<file path="src/rtl/chess_pkg.sv">
// Shared chess definitions: piece encoding, square helpers, changePiece
// field layout, move_commit FSM encoding and the registered output bundle.
package chess_pkg;

   // Piece colour (bit 3 of a piece code)
   localparam logic WHITE = 1'b0;
   localparam logic BLACK = 1'b1;

   // Piece type (bits 2:0 of a piece code)
   localparam logic [2:0] EMPTY  = 3'b000;
   localparam logic [2:0] KING   = 3'b001;
   localparam logic [2:0] QUEEN  = 3'b010;
   localparam logic [2:0] BISHOP = 3'b011;
   localparam logic [2:0] KNIGHT = 3'b100;
   localparam logic [2:0] ROOK   = 3'b101;
   localparam logic [2:0] PAWN   = 3'b110;

   typedef logic [3:0] piece_t;   // {colour, type}
   typedef logic [5:0] square_t;  // {col[2:0], row[2:0]}, row 0 = top

   // changePiece field layout, shared with build_board
   localparam int CP_WIDTH     = 11;
   localparam int CP_STROBE    = 10;
   localparam int CP_PIECE_LSB = 6;
   localparam int CP_SQ_LSB    = 0;

   // move_commit FSM encoding
   localparam logic [2:0] ST_IDLE   = 3'd0;
   localparam logic [2:0] ST_FETCH  = 3'd1;
   localparam logic [2:0] ST_REJECT = 3'd2;
   localparam logic [2:0] ST_WR_DST = 3'd3;
   localparam logic [2:0] ST_WR_SRC = 3'd4;
   localparam logic [2:0] ST_SETTLE = 3'd5;
   localparam logic [2:0] ST_DONE   = 3'd6;

   // Everything move_commit drives towards build_board and game control
   typedef struct packed {
      logic [CP_WIDTH-1:0] change_piece;
      logic                done;
      logic                capture_flag;
      piece_t              captured;
      logic                err;
   } commit_out_t;

   function automatic logic [2:0] sq_col(input square_t sq);
      return sq[5:3];
   endfunction

   function automatic logic [2:0] sq_row(input square_t sq);
      return sq[2:0];
   endfunction

   function automatic logic piece_colour(input piece_t p);
      return p[3];
   endfunction

   function automatic logic [2:0] piece_type(input piece_t p);
      return p[2:0];
   endfunction

   // A pawn reaching the far rank for its colour becomes a queen
   function automatic piece_t promote(input piece_t p, input square_t to);
      piece_t res;
      res = p;
      if (p == {WHITE, PAWN} && sq_row(to) == 3'd0)
         res = {WHITE, QUEEN};
      else if (p == {BLACK, PAWN} && sq_row(to) == 3'd7)
         res = {BLACK, QUEEN};
      return res;
   endfunction

   // Pack one single-square write command
   function automatic logic [CP_WIDTH-1:0] cp_word(input logic strobe, input piece_t p,
                                                   input square_t sq);
      logic [CP_WIDTH-1:0] w;
      w                   = '0;
      w[CP_STROBE]        = strobe;
      w[CP_PIECE_LSB +: 4] = p;
      w[CP_SQ_LSB +: 6]   = sq;
      return w;
   endfunction

endpackage

</file>
<file path="src/rtl/move_commit_if.sv">
// Move request handshake plus the commit/report bus of move_commit.
// master = requester / consumer side, slave = move_commit.
interface move_commit_if;
   import chess_pkg::*;

   logic                move_valid;
   square_t             move_from;
   square_t             move_to;
   logic                move_ready;
   logic [CP_WIDTH-1:0] changePiece;
   logic                move_done;
   logic                capture_flag;
   piece_t              captured;
   logic                move_err;

   modport master (
      output move_valid, move_from, move_to,
      input  move_ready, changePiece, move_done, capture_flag, captured, move_err
   );

   modport slave (
      input  move_valid, move_from, move_to,
      output move_ready, changePiece, move_done, capture_flag, captured, move_err
   );

endinterface

</file>
<file path="src/rtl/square_mux.sv">
// Selects the 4-bit piece code of one square out of the 256-bit board image.
module square_mux
   import chess_pkg::*;
(
   input  logic [255:0] board,
   input  square_t      sq,
   output piece_t       piece
);

   // Square s occupies bits [4s+3:4s]
   assign piece = board[{sq, 2'b00} +: 4];

endmodule

</file>
<file path="src/rtl/move_commit.sv">
// Turns one accepted move into a destination write and a source clear on
// changePiece, waits for the board to settle, then reports done/capture or
// rejection. Outputs are registered one cycle behind the FSM state.
module move_commit
   import chess_pkg::*;
#(
   parameter int SETTLE_CYCLES = 1
)
(
   input  logic         clk,
   input  logic         rst_n,
   input  logic [2:0]   currentState,
   input  logic [255:0] board,
   move_commit_if.slave mc
);

   localparam int CNT_W = (SETTLE_CYCLES > 1) ? $clog2(SETTLE_CYCLES) : 1;
   localparam logic [CNT_W-1:0] SETTLE_LAST = CNT_W'(SETTLE_CYCLES - 1);

   logic [2:0]       state;
   logic [2:0]       state_nxt;
   square_t          from_q;
   square_t          to_q;
   piece_t           src_q;
   piece_t           dst_q;
   piece_t           src_rd;
   piece_t           dst_rd;
   logic [CNT_W-1:0] settle_cnt;
   commit_out_t      out_q;
   commit_out_t      out_nxt;
   logic             setup;
   logic             accept;
   logic             reject;

   assign setup  = (currentState == 3'b000);
   assign accept = mc.move_valid && mc.move_ready;

   // The only combinational output; held low while reset is asserted
   assign mc.move_ready = rst_n && (state == ST_IDLE) && !setup;

   square_mux u_src_mux (
      .board (board),
      .sq    (from_q),
      .piece (src_rd)
   );

   square_mux u_dst_mux (
      .board (board),
      .sq    (to_q),
      .piece (dst_rd)
   );

   // Illegal: empty source, null move, or landing on an own piece
   assign reject = (piece_type(src_rd) == EMPTY)
                || (from_q == to_q)
                || ((piece_type(dst_rd) != EMPTY)
                    && (piece_colour(dst_rd) == piece_colour(src_rd)));

   // Next-state logic; board setup overrides every transition
   always_comb begin
      // NOTE: default first so every path assigns state_nxt and no latch is inferred.
      state_nxt = state;
      case (state)
         ST_IDLE:   if (accept) state_nxt = ST_FETCH;
         ST_FETCH:  state_nxt = reject ? ST_REJECT : ST_WR_DST;
         ST_REJECT: state_nxt = ST_IDLE;
         ST_WR_DST: state_nxt = ST_WR_SRC;
         ST_WR_SRC: state_nxt = ST_SETTLE;
         ST_SETTLE: if (settle_cnt == '0) state_nxt = ST_DONE;
         ST_DONE:   state_nxt = ST_IDLE;
         default:   state_nxt = ST_IDLE;
      endcase
      if (setup)
         state_nxt = ST_IDLE;
   end

   // Output word for the next cycle, derived from the current state
   always_comb begin
      out_nxt = '0;
      if (!setup) begin
         case (state)
            ST_WR_DST: out_nxt.change_piece = cp_word(1'b1, promote(src_q, to_q), to_q);
            ST_WR_SRC: out_nxt.change_piece = cp_word(1'b1, {WHITE, EMPTY}, from_q);
            ST_REJECT: out_nxt.err = 1'b1;
            ST_DONE: begin
               out_nxt.done         = 1'b1;
               out_nxt.captured     = dst_q;
               out_nxt.capture_flag = (piece_type(dst_q) != EMPTY);
            end
            default: ;
         endcase
      end
   end

   // State, latched move, fetched pieces, settle counter and output register
   always_ff @(posedge clk or negedge rst_n) begin
      // NOTE: every register here has a defined reset value; none of this is memory.
      if (!rst_n) begin
         state      <= ST_IDLE;
         from_q     <= '0;
         to_q       <= '0;
         src_q      <= '0;
         dst_q      <= '0;
         settle_cnt <= '0;
         out_q      <= '0;
      end else begin
         // NOTE: non-blocking so all registers update from pre-edge values.
         state <= state_nxt;
         out_q <= out_nxt;
         if (accept) begin
            from_q <= mc.move_from;
            to_q   <= mc.move_to;
         end
         if (state == ST_FETCH) begin
            src_q <= src_rd;
            dst_q <= dst_rd;
         end
         if (state == ST_WR_SRC)
            settle_cnt <= SETTLE_LAST;
         else if (state == ST_SETTLE && settle_cnt != '0)
            settle_cnt <= settle_cnt - 1'b1;
      end
   end

   assign mc.changePiece  = out_q.change_piece;
   assign mc.move_done    = out_q.done;
   assign mc.capture_flag = out_q.capture_flag;
   assign mc.captured     = out_q.captured;
   assign mc.move_err     = out_q.err;

endmodule

</file>
<file path="src/flat_wrapper.sv">
// flat-port wrapper written by rule: the top's interface ports become plain ports
module move_commit_flat import chess_pkg::*;
#(
   parameter int SETTLE_CYCLES = 1
)
  (clk, rst_n, currentState, board, mc_move_valid, mc_move_from, mc_move_to, mc_move_ready, mc_changePiece, mc_move_done, mc_capture_flag, mc_captured, mc_move_err);
  move_commit_if mc_i ();
  input  logic clk;
  input  logic rst_n;
  input  logic [2:0] currentState;
  input  logic [255:0] board;
  input wire logic [$bits(mc_i.move_valid)-1:0] mc_move_valid;
  input wire logic [$bits(mc_i.move_from)-1:0] mc_move_from;
  input wire logic [$bits(mc_i.move_to)-1:0] mc_move_to;
  output wire logic [$bits(mc_i.move_ready)-1:0] mc_move_ready;
  output wire logic [$bits(mc_i.changePiece)-1:0] mc_changePiece;
  output wire logic [$bits(mc_i.move_done)-1:0] mc_move_done;
  output wire logic [$bits(mc_i.capture_flag)-1:0] mc_capture_flag;
  output wire logic [$bits(mc_i.captured)-1:0] mc_captured;
  output wire logic [$bits(mc_i.move_err)-1:0] mc_move_err;
  assign mc_i.move_valid = mc_move_valid;
  assign mc_i.move_from = mc_move_from;
  assign mc_i.move_to = mc_move_to;
  assign mc_move_ready = mc_i.move_ready;
  assign mc_changePiece = mc_i.changePiece;
  assign mc_move_done = mc_i.move_done;
  assign mc_capture_flag = mc_i.capture_flag;
  assign mc_captured = mc_i.captured;
  assign mc_move_err = mc_i.move_err;
  move_commit #(.SETTLE_CYCLES(SETTLE_CYCLES)) u_core (.clk(clk), .rst_n(rst_n), .currentState(currentState), .board(board), .mc(mc_i));
endmodule
</file>
<file path="config.mk">
export PLATFORM = sky130hd
export DESIGN_NAME = move_commit_flat
export DESIGN_NICKNAME = d
export VERILOG_FILES = /design/src/rtl/chess_pkg.sv /design/src/rtl/move_commit_if.sv /design/src/rtl/square_mux.sv /design/src/rtl/move_commit.sv /design/src/flat_wrapper.sv
export SDC_FILE = /design/constraint.sdc
export NUM_CORES = 1
export LEC_CHECK = 0
export BUFFER_PORTS_ARGS = -buffer_cell sky130_fd_sc_hd__buf_2
export CORE_AREA = 2 2 113 115
export DETAILED_ROUTE_END_ITERATION = 10
export DIE_AREA = 0 0 115 117
export PLACE_DENSITY = 0.82
export SLEW_MARGIN = 20
export SYNTH_ARGS = -nofsm -noshare
export SYNTH_HDL_FRONTEND = slang
export SYNTH_SLANG_ARGS = --single-unit
</file>
<file path="constraint.sdc">
create_clock -name clk -period 7.1 [get_ports clk]
set_clock_uncertainty 0.1 [all_clocks]
set_input_delay 0.71 -clock clk [delete_from_list [all_inputs] [get_ports clk]]
set_output_delay 0.71 -clock clk [all_outputs]
set_load 0.02 [all_outputs]
</file>
### Word level (Yosys, flattened, before mapping)

Index checks and enable logic that the tools add are counted.

| cells by class | value |
|---|---|
| mux-type cells | 13 |
| equality and inequality tests | 13 |
| reduce and logical (&&, ||, !) cells | 18 |
| multipliers | 0 |
| shift operators | 2 |
| order comparisons | 0 |
| $add $sub $neg | 1 |
| divide/modulo/power cells | 0 |
| bitwise operators | 0 |

Operators with widths:

| cell | number |
|---|---|
| 256-bit by 9-bit variable part select with 4-bit output | 2 |
| 11-bit case mux with 2 select lines | 1 |
| 18-bit two-way mux | 1 |
| 3-bit case mux with 5 select lines | 1 |
| 3-bit == test (second input constant) | 4 |
| 3-bit logical NOT | 4 |
| 3-bit two-way mux | 3 |
| 4-bit two-way mux | 2 |
| 1-bit logical AND | 7 |
| 3-bit by 2-bit == test with 1-bit output (second input constant) | 2 |
| 6-bit == test | 1 |
| 6-bit two-way mux | 1 |
| 3-bit nonzero test | 2 |
| 4-bit by 3-bit == test with 1-bit output (second input constant) | 1 |
| 4-bit == test (second input constant) | 1 |
| 1-bit two-way mux | 4 |
| 3-bit by 1-bit == test with 1-bit output (second input constant) | 1 |
| 3-bit by 1-bit != test with 1-bit output (second input constant) | 1 |
| 3-bit != test (second input constant) | 1 |
| 1-bit logical OR | 2 |
| 2-bit AND reduction | 1 |
| 2-bit nonzero test | 1 |
| 1-bit == test | 1 |
| 1-bit logical NOT | 1 |
| 1-bit subtractor (second input constant) | 1 |

| storage, ports and cells | value |
|---|---|
| latch bits | 0 |
| register bits | 42 |
| logic and storage cells | 58 |
| bits in writable memories | 0 |
| memories kept | 0 |
| bits in read-only memories | 0 |
| input bits | 274 |
| output and inout bits | 19 |

### Longest topological paths before layout

Gate-level depths: netlist (run 1).

| depth | value |
|---|---|
| depth after elaboration | 7 |
| mapped depth | 10 |
| mapped depth without buffers | 7 |

### Hierarchy

From an unflattened synthesis (run 1), not the netlist that was laid out.

| unflattened totals | value |
|---|---|
| cells, all modules | 451 |
| area, all modules | 6,163.4 µm² |

By module, submodules not included:

| module | instances | cells an instance | area an instance (µm²) | sequential area each (µm²) |
|---|---|---|---|---|
| square_mux | 2 | 164 | 2,210.9 | 0.0 |
| move_commit | 1 | 123 | 1,741.7 | 1,051.0 |

### Worst setup path after synthesis (run 1)

No wires, ideal clock.

| timing | value |
|---|---|
| path kind | reg-to-reg |
| from | register u_core.from_q[0] |
| to | register u_core.state[0] |
| data arrival time | 2.480 ns |
| library setup time | 0.122 ns |
| setup slack | 4.399 ns |
| stages on the path, launching flop included | 10 |
| clock period less this slack | 2.701 ns |
| data required time | 6.878 ns |
| buffers on the path | 3 |
| cell sequence | dfrtp_1 > clkbuf_2 > buf_2 > buf_4 > mux4_2 > a221oi_1 > o21ai_0 > nand3_1 > or3b_1 > a32o_1 |

| between the ends | value |
|---|---|
| longest elaborated chain between the ends | 7 |
| elaborated cells on any way between the ends | 10 |
| classes of those cells | eq/ne (2); shift (1); mux (3); reduce/logical (4) |

RTL lines:

| element | line | source |
|---|---|---|
| from (decl) | move_commit.sv:22 | `square_t from_q;` |
| from (signal assigned) | move_commit.sv:111 | `from_q <= mc.move_from;` |
| 256-bit by 9-bit variable part select with 4-bit output | square_mux.sv:11 | `assign piece = board[{sq, 2'b00} +: 4];` |
| 3-bit logical NOT or 1-bit == test (tied branches) | move_commit.sv:54, move_commit.sv:57 |  |
| 1-bit logical OR or 1-bit logical AND (tied branches) | move_commit.sv:55, move_commit.sv:57 |  |
| 1-bit logical OR (*) | move_commit.sv:56 | `\|\| ((piece_type(dst_rd) != EMPTY)` |
| 1-bit two-way mux (*) | move_commit.sv:65 | `ST_FETCH: state_nxt = reject ? ST_REJECT : ST_WR_DST;` |
| 3-bit case mux with 5 select lines (*) | move_commit.sv:63 | `case (state)` |
| 3-bit two-way mux (*) | move_commit.sv:73 | `if (setup)` |
| to (signal assigned) | move_commit.sv:108 | `state <= state_nxt;` |
| to (decl) | move_commit.sv:20 | `logic [2:0] state;` |

Mark *: on every way between the ends. The rest lies on a longest branch, timed or not.
A chain may end at the register's enable or synchronous reset.

### Worst setup path in the final report (run 1)

Ends and elaborated chain as after synthesis.

==> results of run 1 <==
metal layers:
layer	up-vias	share of wire, %	track usage, %
met5	-	0.064	0
met2	395	52	53.1
li1	2362	-	-
met3	69	8.9	5.36
met4	2	3.6	11.2
met1	2794	35	36.5
layout make-up:
| cell class | count | area share (%) |
|---|---|---|
| multi-input cells | 333 | 60.3 |
| repair buffers | 300 | 20.5 |
| flip-flops and latches | 42 | 14.3 |
| well taps | 150 | 2.53 |
| clock buffers | 5 | 1.68 |
| clock inverters | 3 | 0.589 |
| inverters | 2 | 0.101 |
| diodes | 3 | 0.101 |
cell families (layout without fill, tap and decap cells):
group	count (synthesis)	after routing	synth area share [%]
other cells	0	3	0
buf+inv	52	310	4.39
mux	171	171	60.7
xor+xnor	6	6	0.909
compound gates	62	62	7.42
simple gates	94	94	8.42
flops	42	42	18.2
cells in the final DEF, fill, tap and decap left out, drive strengths merged, types with 2 or more instances in the layout:
cell type | netlist | routed
dfrtp | 42 | 42
o21ai | 7 | 7
diode | 0 | 3
a22oi | 31 | 31
a21oi | 9 | 9
nand2 | 15 | 15
inv | 1 | 2
clkinv | 1 | 2
and3 | 3 | 3
mux2 | 17 | 17
buf | 23 | 300
xnor2 | 4 | 4
o31ai | 2 | 2
mux2i | 12 | 12
nor2b | 8 | 8
o211ai | 2 | 2
nor4 | 2 | 2
a211oi | 4 | 4
mux4 | 142 | 142
o22ai | 2 | 2
nand3 | 4 | 4
xor2 | 2 | 2
clkbuf | 27 | 5
nand4 | 3 | 3
nor3 | 9 | 9
nor2 | 22 | 22
nand2b | 11 | 11
a221oi | 2 | 2
and2 | 12 | 12
where the power goes:
| part | internal (uW) | switching [uW] | total, uW |
|---|---|---|---|
| sequential | 318 | 285 | 603 |
| clock | 166 | 92.5 | 259 |
| combinational | 1150 | 878 | 2030 |
worst max-delay path: stages (launching register included):
cell and delay [ps]:
dfrtp_4 830, buf_4 640, mux4_2 590, mux4_2 460, nor3_1 160, nor2_1 80, nand3_1 80, or3b_1 370
a32o_1 230
metrics by stage:
step / worst slack [ps] / power, uW / cell area (um^2) / utilization, %
CTS: 3330 / 2890 / 7420 / 60.3
global route: 3120 / 3070 / 7430 / 60.4
global placement: 3440 / 2580 / 7260 / 58.9
finish: 3380 / 2890 / 7430 / 60.4
floorplan: 4400 / 2160 / 5780 / -
detailed placement: 3330 / 2630 / 7260 / 58.9
final timing paths:
kind / startpoint / to / slack, ps
min in group asynchronous: rst_n / u_core.mc.changePiece[2] / 460
setup / recovery: u_core.from_q[0] / u_core.state[0] / 3380
setup reg to reg: u_core.from_q[0] / u_core.state[0] / 3380
hold reg to reg: u_core.dst_q[2] / u_core.dst_q[2] / 410
max in group asynchronous: rst_n / u_core.from_q[0] / 5760
hold / removal: u_core.dst_q[2] / u_core.dst_q[2] / 410
flip-flops by register name, indices dropped and copies added (netlist names):
| register | flops |
|---|---|
| u_core.mc.captured | 4 |
| u_core.src_q | 4 |
| u_core.mc.changePiece | 11 |
| u_core.mc.move_done | 1 |
| u_core.mc.capture_flag | 1 |
| u_core.dst_q | 4 |
| u_core.mc.move_err | 1 |
| u_core.settle_cnt | 1 |
| u_core.state | 3 |
| u_core.to_q | 6 |
| u_core.from_q | 6 |
==> flow_metrics.env, run 1 <==
export IMPL_cts_setup_buffers=0
export IMPL_nNetsFinal=958
export IMPL_yosysWarnings=0
export IMPL_cp_max_fo=34
export IMPL_cts_buffer_depth=2
export IMPL_syn2layout_area_growth_pct=28.5
export IMPL_cp_start_kind="register"
export IMPL_antenna_found_initial=5
export IMPL_critPathCaptureType="register"
export IMPL_post_cts_resized=0
export IMPL_grt_max_degree=51
export IMPL_clkTransAtPathRegs_ps=60
export IMPL_finalSetupTns_ps=0
export IMPL_synth_cells_most_frequent="142 x mux4_2, 42 x dfrtp_1, 31 x a22oi_1, 25 x clkbuf_1, 22 x nor2_1"
export IMPL_rsz0062_at_grt="false"
export IMPL_yosysMostFrequentCell="mux4_2"
export IMPL_dpl_hpwl_um=16500
export IMPL_die_x_um=115
export IMPL_placementRows=41
export IMPL_drt_total_wl_um=20400
export IMPL_fin_hold_ws_ps=413
export IMPL_ant_nets=0
export IMPL_multi_input_area_um2=4480
export IMPL_ff_latch_area_um2=1060
export IMPL_hold_path_class="register to register"
export IMPL_nFillCells=973
export IMPL_avgSynthCellArea_um2=13.5
export IMPL_yosys_area_top_type_share_pct=55.3
export IMPL_insertion_delay_ps=290
export IMPL_worstPathArrival_ps=3790
export IMPL_setup_viol=0
export IMPL_cts_tree="done"
export IMPL_port_buffers=292
export IMPL_fp_dieArea_um2=13500
export IMPL_status="finished clean"
export IMPL_synth_seq_cells=42
export IMPL_cts_root_buf="clkbuf_16"
export IMPL_fin_crit_ps=3720
export IMPL_grt_pass1_vias=5827
export IMPL_slew_limit_headroom_pct=37.1
export IMPL_ctsHoldBuffers=0
export IMPL_grt_overflow_total=0
export IMPL_drive_gt1_share_pct=68.8
export IMPL_netlist_area_um2=5780
export IMPL_vias=5622
export IMPL_die_y_um=117
export IMPL_async_flop_share_pct=100
export IMPL_synthFlopType="dfrtp_1"
export IMPL_syn_nets=701
export IMPL_cp_required_ps=7170
export IMPL_grt_pass1_wl_um=30200
export IMPL_core_region_area_um2=12300
export IMPL_yosysUniqueCellTypes=41
export IMPL_ir_drop_v=0.000193
export IMPL_maxCapViolations=0
export IMPL_netlist_instances=427
export IMPL_numCtsBuffers=5
export IMPL_clock_sinks=42
export IMPL_dr_pass1_iters=5
export IMPL_finalHoldViolCount=0
export IMPL_fmax_mhz=269
export IMPL_hold_depth=2
export IMPL_drc=0
export IMPL_slew_violations=0
export IMPL_initial_core_util_pct=47.0
export IMPL_h_tree_depth=2
export IMPL_wl_per_cell_um=24.4
export IMPL_power_leakage_uw=0.00321
export IMPL_drtIter0Drc=506
export IMPL_gp_congestion=0.922
export IMPL_crit_type="register to register"
export IMPL_synth_edf_count=0
export IMPL_grt_total_usage_pct=29.8
export IMPL_synth_area_leaders="mux4_2 55%, dfrtp_1 18%, a22oi_1 4.0%"
export IMPL_synth_seq_area_share_pct=18.2
export IMPL_stdcell_count=838
export IMPL_vias_per_cell=6.71
export IMPL_cellPowerDensity_nw_per_um2=389
export IMPL_synth_top_cell_by_area="mux4_2"
export IMPL_period_share_pct=52.3
export IMPL_worst_slew_pin_slew_ps=943
export IMPL_ios=293
export IMPL_dp_cells=827
export IMPL_worstRegToRegCells=8
No activity file was read; power rests on OpenSTA's default activity.
==> inputs of run 2 (changes only) <==
clock period = 3.8 ns   (was 7.1 ns; I/O delays follow)
==> run 2 against run 1 <==
  * Final cell count rose by 1.4%
  * Via count rose by 1.3%
  * Clock power is 87% higher
  * Combinational power rose by 94%
  * Fmax rose by 15%
  * First-iteration DRC count increased by 17%
  * Sequential power increased by 86%
  * Critical path type unchanged
  * Critical endpoint unchanged
  * Largest power group unchanged
==> flow_metrics.env, run 2 (synthesis results as in run 1) <==
export IMPL_cts_root_buf="clkbuf_16"
export IMPL_die_x_um=115
export IMPL_dpl_hpwl_um=17100
export IMPL_setup_viol=0
export IMPL_fp_dieArea_um2=13500
export IMPL_wl_met3_um=1880
export IMPL_max_stage_delay_ps=810
export IMPL_worst_slew_pin_slew_ps=920
export IMPL_finalHoldViolCount=0
export IMPL_clock_sinks=42
export IMPL_maxCapViolations=0
export IMPL_grt_max_degree=44
export IMPL_cts_buffer_depth=2
export IMPL_cp_start_kind="register"
export IMPL_worstRegToRegCells=7
export IMPL_clkTransAtPathRegs_ps=60
export IMPL_crit_slowest_cell="dfrtp_4"
export IMPL_ir_drop_v=0.000382
export IMPL_ios=293
export IMPL_die_y_um=117
export IMPL_drtIter0Drc=593
export IMPL_drive_gt1_share_pct=69.2
export IMPL_ctsHoldBuffers=0
export IMPL_largest_register_ffs=11
export IMPL_r2r_end="u_core.state[0]"
export IMPL_grt_pass1_wl_um=31300
export IMPL_gp_congestion=0.921
export IMPL_wl_per_cell_um=24.8
export IMPL_rrSetupSlack_ps=560
export IMPL_numCtsBuffers=5
export IMPL_dp_cells=836
export IMPL_layout_common_cells="292 x buf_2, 142 x mux4_2, 38 x dfrtp_1"
export IMPL_rsz0062_at_grt="false"
export IMPL_insertion_delay_ps=290
export IMPL_crit_type="register to register"
export IMPL_cts_setup_buffers=0
export IMPL_stdcell_count=850
export IMPL_worstPathArrival_ps=3310
export IMPL_cp_common_cell="mux4_2"
export IMPL_ant_nets=0
export IMPL_syn2layout_area_growth_pct=30.2
export IMPL_post_cts_resized=0
export IMPL_finalSetupTns_ps=0
export IMPL_status="finished clean"
export IMPL_core_region_area_um2=12300
export IMPL_drc=0
export IMPL_r2r_start="u_core.from_q[0]"
export IMPL_hold_path_class="primary input to asynchronous set/reset pin"
export IMPL_drt_total_wl_um=21000
export IMPL_path_cells="buf_4 -> mux4_2 -> mux4_2 -> o22ai_1 -> nor3_1 -> or3b_1 -> a32o_1"
export IMPL_cp_max_fo=32
export IMPL_vias_per_cell=6.70
export IMPL_layout_commonest_cell="buf_2"
export IMPL_port_buffers=292
export IMPL_cp_required_ps=3870
export IMPL_grt_total_usage_pct=31.3
export IMPL_met1Wirelength_um=7590
export IMPL_cp_endpoint="u_core.state[0]"
export IMPL_cts_tree="done"
export IMPL_grt_pass1_vias=5904
export IMPL_cellPowerDensity_nw_per_um2=735
export IMPL_report_power_total_uw=5530
export IMPL_antenna_found_initial=6
export IMPL_placementRows=41
export IMPL_crit_path_start="u_core.from_q[0]"
export IMPL_slew_limit_headroom_pct=38.6
export IMPL_nNetsFinal=967
export IMPL_vias=5695
export IMPL_grt_overflow_total=0
export IMPL_power_leakage_uw=0.00326
export IMPL_critPathCaptureType="register"
export IMPL_top_layer="met4"
export IMPL_wl_met2_um=10800
export IMPL_slew_violations=0
export IMPL_dr_pass1_iters=6
export IMPL_fin_crit_ps=3240
export IMPL_fmax_mhz=309
export IMPL_period_share_pct=85.1
export IMPL_h_tree_depth=2
export IMPL_initial_core_util_pct=47.0
==> run 2: worst min-delay path by stage <==
| stage | start | endpoint | slack, ps | depth (start not counted) |
|---|---|---|---|---|
| 6_report | rst_n | u_core.state[2] | 60 | 2 |
| 5_1_grt | rst_n | u_core.mc.changePiece[5] | 110 | 2 |
| 4_1_cts | rst_n | u_core.mc.changePiece[5] | 70 | 2 |
| 3_5_place_dp | rst_n | u_core.mc.changePiece[5] | 370 | 2 |
| 3_3_place_gp | rst_n | u_core.mc.changePiece[10] | 370 | 2 |
| 2_1_floorplan | rst_n | u_core.dst_q[0] | -20 | 0 |
==> run 2: through the flow <==
stage	cell area (um^2)	hold WS, ps	utilization (%)	setup WS (ps)
floorplan	5780	-15.6	-	1100
global placement	7350	372	59.7	614
detailed placement	7350	375	59.7	571
CTS	7520	73.6	61.1	556
global route	7530	107	61.2	387
finish	7530	57.2	61.2	564
==> run 2: worst max-delay path, delay by kind of cell, from the launching register on <==
family | cells | cell delay, ps
multiplexers | 2 | 1010
flip-flops | 1 | 810
AND/OR/NAND/NOR | 2 | 460
AO/OA/AOI/OAI | 2 | 410
buffers and inverters | 1 | 290
==> run 2: final cells by class <==
type / instances / area (um^2)
Antenna cell: 6 / 15.0
Inverter: 2 / 7.51
Clock buffer: 5 / 125
Clock inverter: 3 / 43.8
Tap cell: 150 / 188
Timing Repair Buffer: 309 / 1610
Sequential cell: 42 / 1060
Multi-Input combinational cell: 333 / 4480
Fill cell: 981 / 4780
==> run 2: routing by layer <==
layer	global-route usage (%)	vias up
li1	-	2388
met1	38.8	2805
met2	54.5	430
met3	5.97	72
met4	12.9	0
met5	0	-
==> run 2: power by group <==
group	internal, uW	switching (uW)	total [uW]
registers	593	531	1120
logic	2240	1690	3930
clock network	311	173	484
